===== src/rtl/ps_mailbox_pkg.sv =====
// ps_mailbox_pkg: shared types, widths and bit positions for the PS<->PL
// serial mailbox responder (command frame, result frame, status word,
// interrupt/event indices and the responder FSM state encoding).
package ps_mailbox_pkg;

  // Frame widths
  localparam int unsigned CMD_W   = 192;
  localparam int unsigned RES_W   = 96;
  localparam int unsigned RSP_W   = 64;
  localparam int unsigned SEQ_W   = 16;
  localparam int unsigned TAG_W   = 8;

  // Command header fields (word0 of the command frame)
  localparam int unsigned HDR_TAG_LSB = 0;
  localparam int unsigned HDR_OP_LSB  = 8;
  localparam int unsigned HDR_OP_W    = 8;

  // Status word bit positions (status occupies result frame [95:64])
  localparam int unsigned ST_TAG_LSB   = 0;
  localparam int unsigned ST_OVR_BIT   = 8;
  localparam int unsigned ST_TO_BIT    = 9;
  localparam int unsigned ST_STATE_LSB = 12;
  localparam int unsigned ST_SEQ_LSB   = 16;

  // PS event inputs (sys_intr_output) and acknowledges (sys_intr_ack)
  localparam int unsigned EV_DOORBELL = 0;
  localparam int unsigned EV_ABORT    = 1;
  localparam int unsigned ACK_DONE    = 0;
  localparam int unsigned ACK_ERR     = 1;

  // PS interrupt outputs (sys_intr_input)
  localparam int unsigned IRQ_DONE = 0;
  localparam int unsigned IRQ_ERR  = 1;
  localparam int unsigned IRQ_BUSY = 2;

  typedef enum logic [1:0] {
    ST_IDLE = 2'd0,
    ST_CMD  = 2'd1,
    ST_EXEC = 2'd2,
    ST_RESP = 2'd3
  } mbx_state_e;

  // Status word layout, MSB first
  typedef struct packed {
    logic [SEQ_W-1:0] seq;
    logic [1:0]       rsvd_hi;
    logic [1:0]       state;
    logic [1:0]       rsvd_lo;
    logic             timeout;
    logic             overrun;
    logic [TAG_W-1:0] tag;
  } mbx_status_t;

  function automatic mbx_status_t pack_status(
    input logic [SEQ_W-1:0] seq,
    input mbx_state_e       state,
    input logic             timeout,
    input logic             overrun,
    input logic [TAG_W-1:0] tag
  );
    mbx_status_t s;
    s.seq     = seq;
    s.rsvd_hi = 2'b00;
    s.state   = 2'(state);
    s.rsvd_lo = 2'b00;
    s.timeout = timeout;
    s.overrun = overrun;
    s.tag     = tag;
    return s;
  endfunction

endpackage


===== src/rtl/ps_mailbox_responder_sync_edge.sv =====
// sync_edge: WIDTH-bit multi-flop synchronizer (DEPTH >= 2 stages) followed
// by a registered rising-edge detector producing one-cycle pulses.
// Ports: clk, rst_n (async active-low), d (async level inputs),
//        rise (one-cycle pulse per rising edge of d, DEPTH+1 cycles later).
module sync_edge #(
  parameter int unsigned WIDTH = 2,
  parameter int unsigned DEPTH = 2
) (
  input  logic             clk,
  input  logic             rst_n,
  input  logic [WIDTH-1:0] d,
  output logic [WIDTH-1:0] rise
);

  logic [WIDTH-1:0] sync_q [DEPTH];
  logic [WIDTH-1:0] prev_q;

  // Synchronizer chain, previous-value flop and registered edge pulse
  always_ff @(posedge clk or negedge rst_n) begin
    if (!rst_n) begin
      for (int i = 0; i < int'(DEPTH); i++) sync_q[i] <= '0;
      prev_q <= '0;
      rise   <= '0;
    end else begin
      sync_q[0] <= d;
      for (int i = 1; i < int'(DEPTH); i++) sync_q[i] <= sync_q[i-1];
      prev_q <= sync_q[DEPTH-1];
      rise   <= sync_q[DEPTH-1] & ~prev_q;
    end
  end

endmodule


===== src/rtl/ps_mailbox_responder.sv =====
// ps_mailbox_responder: PL endpoint of the PS<->PL serial mailbox.
// Captures a 192-bit command frame on the PS doorbell, hands it to user logic
// (cmd_valid/cmd_ready), collects a 64-bit response (rsp_valid/rsp_ready),
// publishes {status, response} on sys_inputs_serial and raises done/error/busy
// interrupts until the PS acknowledges.
// Ports:
//   sys_clk0, sys_resetn        clock, async active-low reset
//   sys_outputs_serial[191:0]   PS command frame (sampled on doorbell)
//   sys_intr_output[5:0]        PS events: [0] doorbell, [1] abort
//   sys_intr_ack[4:0]           PS acks: [0] done, [1] error
//   sys_inputs_serial[95:0]     result frame: [95:64] status, [63:0] data
//   sys_intr_input[2:0]         interrupts: [0] done, [1] error, [2] busy
//   cmd_valid/cmd_ready/cmd_data  command handshake to user logic
//   rsp_valid/rsp_ready/rsp_data  response handshake from user logic
// Build option: define MBX_ACK_TIMEOUT_EN to abandon RESP after
// TIMEOUT_CYCLES cycles without a done acknowledge (sets the timeout flag).
// SYNC_STAGES must be >= 2.
module ps_mailbox_responder
  import ps_mailbox_pkg::*;
#(
  parameter int unsigned SYNC_STAGES    = 2,
  parameter int unsigned TIMEOUT_CYCLES = 1000000
) (
  input  logic              sys_clk0,
  input  logic              sys_resetn,
  input  logic [CMD_W-1:0]  sys_outputs_serial,
  input  logic [5:0]        sys_intr_output,
  input  logic [4:0]        sys_intr_ack,
  output logic [RES_W-1:0]  sys_inputs_serial,
  output logic [2:0]        sys_intr_input,
  output logic              cmd_valid,
  input  logic              cmd_ready,
  output logic [CMD_W-1:0]  cmd_data,
  input  logic              rsp_valid,
  output logic              rsp_ready,
  input  logic [RSP_W-1:0]  rsp_data
);

  logic [1:0] ps_ev;
  logic [1:0] ack_ev;

  mbx_state_e       state_q, state_d;
  logic             cmd_valid_d;
  logic [CMD_W-1:0] cmd_data_d;
  logic             done_d;
  logic             ovr_q, ovr_d;
  logic             to_q, to_d;
  logic [TAG_W-1:0] tag_q, tag_d;
  logic [RSP_W-1:0] rsp_d;
  logic [SEQ_W-1:0] seq_q, seq_d;
  logic             seq_inc;
  logic             to_hit;
  mbx_status_t      status_d;
  logic             unused_ok;

  sync_edge #(.WIDTH(2), .DEPTH(SYNC_STAGES)) u_ev_sync (
    .clk   (sys_clk0),
    .rst_n (sys_resetn),
    .d     (sys_intr_output[1:0]),
    .rise  (ps_ev)
  );

  sync_edge #(.WIDTH(2), .DEPTH(SYNC_STAGES)) u_ack_sync (
    .clk   (sys_clk0),
    .rst_n (sys_resetn),
    .d     (sys_intr_ack[1:0]),
    .rise  (ack_ev)
  );

  assign rsp_ready = (state_q == ST_EXEC);

`ifdef MBX_ACK_TIMEOUT_EN
  localparam int unsigned TO_W = (TIMEOUT_CYCLES > 1) ? $clog2(TIMEOUT_CYCLES) : 1;
  logic [TO_W-1:0] to_cnt_q;

  // Cycles spent in RESP; cleared whenever RESP is left
  always_ff @(posedge sys_clk0 or negedge sys_resetn) begin
    if (!sys_resetn)                                   to_cnt_q <= '0;
    else if (state_q == ST_RESP && state_d == ST_RESP) to_cnt_q <= to_cnt_q + TO_W'(1);
    else                                               to_cnt_q <= '0;
  end

  assign to_hit    = (to_cnt_q == TO_W'(TIMEOUT_CYCLES - 1));
  assign unused_ok = ^{sys_intr_output[5:2], sys_intr_ack[4:2]};
`else
  assign to_hit    = 1'b0;
  assign unused_ok = ^{sys_intr_output[5:2], sys_intr_ack[4:2], 32'(TIMEOUT_CYCLES)};
`endif

  assign seq_d = seq_inc ? seq_q + SEQ_W'(1) : seq_q;

  // Next-state and next-output logic
  always_comb begin
    state_d     = state_q;
    cmd_valid_d = cmd_valid;
    cmd_data_d  = cmd_data;
    done_d      = sys_intr_input[IRQ_DONE];
    ovr_d       = ovr_q;
    to_d        = to_q;
    tag_d       = tag_q;
    rsp_d       = sys_inputs_serial[RSP_W-1:0];
    seq_inc     = 1'b0;

    // Error clear first so a same-cycle flag set overrides it
    if (ack_ev[ACK_ERR]) begin
      ovr_d = 1'b0;
      to_d  = 1'b0;
    end

    if (ps_ev[EV_ABORT]) begin
      // Abort swallows a coincident doorbell without flagging overrun
      state_d     = ST_IDLE;
      cmd_valid_d = 1'b0;
      done_d      = 1'b0;
    end else begin
      if (ps_ev[EV_DOORBELL] && state_q != ST_IDLE) ovr_d = 1'b1;
      case (state_q)
        ST_IDLE: begin
          if (ps_ev[EV_DOORBELL]) begin
            cmd_data_d  = sys_outputs_serial;
            cmd_valid_d = 1'b1;
            state_d     = ST_CMD;
          end
        end
        ST_CMD: begin
          if (cmd_valid && cmd_ready) begin
            cmd_valid_d = 1'b0;
            state_d     = ST_EXEC;
          end
        end
        ST_EXEC: begin
          if (rsp_valid) begin
            rsp_d   = rsp_data;
            tag_d   = cmd_data[HDR_TAG_LSB +: TAG_W];
            seq_inc = 1'b1;
            done_d  = 1'b1;
            state_d = ST_RESP;
          end
        end
        ST_RESP: begin
          if (ack_ev[ACK_DONE]) begin
            done_d  = 1'b0;
            state_d = ST_IDLE;
          end else if (to_hit) begin
            to_d    = 1'b1;
            done_d  = 1'b0;
            state_d = ST_IDLE;
          end
        end
        default: state_d = ST_IDLE;
      endcase
    end

    status_d = pack_status(seq_d, state_d, to_d, ovr_d, tag_d);
  end

  // State, flags and registered outputs; status refreshed every cycle
  always_ff @(posedge sys_clk0 or negedge sys_resetn) begin
    if (!sys_resetn) begin
      state_q           <= ST_IDLE;
      cmd_valid         <= 1'b0;
      cmd_data          <= '0;
      ovr_q             <= 1'b0;
      to_q              <= 1'b0;
      tag_q             <= '0;
      sys_inputs_serial <= '0;
      sys_intr_input    <= '0;
    end else begin
      state_q           <= state_d;
      cmd_valid         <= cmd_valid_d;
      cmd_data          <= cmd_data_d;
      ovr_q             <= ovr_d;
      to_q              <= to_d;
      tag_q             <= tag_d;
      sys_inputs_serial <= {status_d, rsp_d};
      sys_intr_input    <= {(state_d != ST_IDLE), (ovr_d | to_d), done_d};
    end
  end

  // Response sequence counter, advances only on an accepted response
  always_ff @(posedge sys_clk0 or negedge sys_resetn) begin
    if (!sys_resetn)  seq_q <= '0;
    else if (seq_inc) seq_q <= seq_d;
  end

endmodule


===== config.mk =====
export PLATFORM = sky130hd
export DESIGN_NAME = ps_mailbox_responder
export DESIGN_NICKNAME = d
export VERILOG_FILES = /design/src/rtl/ps_mailbox_pkg.sv /design/src/rtl/ps_mailbox_responder_sync_edge.sv /design/src/rtl/ps_mailbox_responder.sv
export SDC_FILE = /design/constraint.sdc
export NUM_CORES = 1
export LEC_CHECK = 0
export CAP_MARGIN = 20
export CORE_AREA = 4 4 218 220
export CTS_CLUSTER_DIAMETER = 80
export CTS_CLUSTER_SIZE = 24
export DETAILED_ROUTE_END_ITERATION = 6
export DIE_AREA = 0 0 222 224
export DONT_BUFFER_PORTS = 1
export PLACE_DENSITY = 0.53
export SLEW_MARGIN = 20
export SYNTH_ARGS = -nofsm -noshare
export SYNTH_HDL_FRONTEND = slang
export SYNTH_HIERARCHICAL = 1
export SYNTH_SLANG_ARGS = --single-unit

===== constraint.sdc =====
create_clock -name sys_clk0 -period 1.74 [get_ports sys_clk0]
set_input_delay 0.174 -clock sys_clk0 [delete_from_list [all_inputs] [get_ports sys_clk0]]
set_output_delay 0.174 -clock sys_clk0 [all_outputs]
set_load 0.02 [all_outputs]

==> out/qor.yml <==
leakage_nw: 7.549
slew_viol_final: 0
crit_path_cell_trace: "buf_6 -> and4bb_4 -> clkbuf_16 -> clkbuf_16 -> mux2_4"
period_share: 0.9993
clockRootBuffer: "clkbuf_16"
crit_top_cell: "clkbuf_16"
cp-start-kind: "flip-flop"
violations: "negative hold slack"
yosys-top-cells-area: "dfrtp_1 67%, mux2_2 24%, xnor2_1 1.5%, buf_4 1.2%, mux2_1 0.76%"
core_sq_mm: 0.04528
path_class: "reg -> reg"
synth_largest_area_cell: "dfrtp_1"
gp_congestion: 0.7770
wl_per_cell_um: 22.09
ys_seq_area_frac: 0.6729
start_util: 0.2628
rows: 78
wl_mm: 36.19
slowest_delay_ns: 0.42
period_minus_slack_ns: 1.739
grt-ovfl-total: 0
synth_enable_flop_cells: 0
clock_latency_ns: 0.55
die_w_um: 222
port_buffers: 0
max_slew_margin: 0.5535
ys.flop_type: "dfrtp_1"
pre_cts_ws_ns: -0.06867
antenna_found_initial: 2
io_pins: 564
syn_area_per_cell_sq_um: 16.71
grt_max_degree: 321
cts_tree: "yes"
drive_gt1_frac: 0.3626
status: "complete, but fails checks"
cts.sinks: 320
max_freq_ghz: 0.5751
finalHoldViolCount: 320
clockBufferDepth: 3
ant_nets: 0
first_pass_iters: 4
ir_drop_mv: 0.9454
first_global_vias: 7941
grt_usage: 0.1253
setup_slack_ns: 0.001248
whs_ns: -0.6863
p_per_area_mw_per_mm2: 1696
arrival_ns: 2.18
synthDistinctLibCells: 31
cts_made_buffers: 22
synthArstFlopShare: 1.000
grt_pass1_wl_mm: 49.38
vias: 7166
hold_class: "in -> async"
fp.dieH_um: 224
htreeDepth: 1
finalNetCount: 1298
setup_violations: 0
drc: 0
finalPower_mw: 29.49
worstPathRequired_ns: 2.18
yosysWarnings: 6
rsz0062_at_grt: "yes"
slowest_stage: "and4bb_4"
syn_inst: 712
synth_top_area_frac: 0.6729
die_area_sq_mm: 0.04973
synth-seq-cells: 320
fin_skew_ns: 0.02360
path_max_fanout: 7
dp_hpwl_mm: 21.69
path_clk_slew_ns: 0.10
worst_pin_slew_ns: 0.6697
area_growth_syn_to_layout_pct: 46.13
drtIter0Drc: 248
vias_per_cell: 4.375
cp-end-kind: "flip-flop"
synth_area_sq_mm: 0.01190
setup-tns-final_ns: 0
maxCapViolCount: 0
## worst max-delay path, delay by kind of cell, from the launching register on
family / cells / cell delay, ns
buf+inv: 3 / 0.52
simple gates: 1 / 0.42
flops: 1 / 0.40
mux: 1 / 0.30
## sequential cells by signal, indices dropped and copies added (netlist names), 3 cells and up
signal,count
u_ack_sync/sync_q,4
cmd_data,192
sys_intr_input,3
u_ev_sync/sync_q,4
seq_q,16
tag_q,7
sys_inputs_serial,84
## path summary, 6_finish.rpt
kind                                      start                    end  slack [ns]  cells after the start
min                                  sys_resetn  sys_inputs_serial[51]       -0.69                      0
max in group asynchronous            sys_resetn          cmd_data[160]        1.85                      0
min reg2reg                u_ack_sync/sync_q[3]   u_ack_sync/sync_q[1]        0.36                      0
min in group sys_clk0                 cmd_ready              cmd_valid        0.06                      3
max reg2reg                   u_ev_sync/rise[1]  sys_inputs_serial[53]       0.001                      5
max                           u_ev_sync/rise[1]  sys_inputs_serial[53]       0.001                      5
## repair_timing
item,CTS,global route
setup endpoints to repair,140,246
pin swaps,2,2
gates resized for setup,14,148
setup buffers,7,1
hold buffers,260,1
endpoints found under the hold margin,582,321
gates cloned,4,20
## cells in the final DEF, fill, tap and decap left out, types with 2 or more instances in the layout
cell / n
buf_6: 9
nor3_2: 2
dfrtp_1: 318
nand3_1: 6
clkbuf_16: 38
inv_16: 3
conb_1: 4
inv_6: 2
nand4_1: 3
dlygate4sd3_1: 261
mux2_1: 5
nor2b_1: 4
buf_8: 6
or2_2: 2
nand2_1: 9
mux2_2: 140
nor2_1: 8
buf_4: 16
nor2b_4: 4
xor2_1: 10
dfrtp_2: 2
buf_12: 8
mux2_4: 121
xnor2_1: 20
a21oi_1: 3
a211oi_1: 2
buf_16: 9
## metal layers
metal,share of wire,global-route usage,wire [um],vias to the layer above
met5,0.00036,0,13,-
met4,0.028,0.04022,1003,2
met3,0.072,0.04272,2621,55
met2,0.52,0.2279,18920,315
met1,0.38,0.1384,13630,3697
li1,-,-,-,3097
## through the flow
| step | cell area [sq um] | utilization | hold slack, ns | std cells |
|---|---|---|---|---|
| finish | 17390 | 0.3840 | -0.6863 | 1638 |
| global route | 17390 | 0.3840 | -0.7293 | 1637 |
| CTS | 16390 | 0.3618 | -0.7276 | 1615 |
| detailed placement | 12760 | 0.2818 | -0.1107 | 1310 |
| global placement | 12760 | 0.2818 | -0.1139 | 1310 |
| floorplan | 11920 | - | -0.1216 | 715 |
## power by group
| group | leakage [nW] | switching (mW) | internal, mW |
|---|---|---|---|
| clock network | 0.375 | 2.99 | 2.78 |
| logic | 3.27 | 1.85 | 4.45 |
| registers | 3.91 | 6.84 | 10.6 |
| total | 7.55 | 11.7 | 17.8 |
## final cells by class
type                    count  area (sq um)
well taps                 600         750.7
inverters                   1         3.754
clock buffers              24         589.3
flip-flops and latches    320          8010
clock inverters            11         188.9
multi-input cells         357          4136
fillers                  4156         27890
diodes                      1         2.502
repair buffers            324          3707
## cells in the mapped netlist, types with 2 or more instances
| cell type | n |
|---|---|
| nand4_1 | 3 |
| mux2_2 | 258 |
| dfrtp_1 | 320 |
| nor2_1 | 8 |
| nand2b_1 | 2 |
| nand2_1 | 9 |
| nor3_1 | 2 |
| xor2_1 | 10 |
| nor2b_1 | 4 |
| buf_2 | 16 |
| buf_4 | 19 |
| nand3_1 | 6 |
| a211oi_1 | 2 |
| nor3_2 | 2 |
| mux2_1 | 8 |
| or2_2 | 2 |
| a21oi_1 | 3 |
| xnor2_1 | 20 |
| nor2b_4 | 4 |
| buf_6 | 3 |
## cells by family (layout without fill, tap and decap cells)
logic type,Yosys count,count (layout),synth area share
DFF,320,320,0.6729
muxes,266,266,0.2517
and+or+nand+nor,46,47,0.02492
buffers and inverters,39,360,0.02187
xor gates and xnor gates,30,30,0.02208
AOI/OAI and AO/OA,9,9,0.005152
adders and majority gates,1,1,0.001051
other,1,5,0.0003151
No activity file was read; power rests on OpenSTA's default activity.
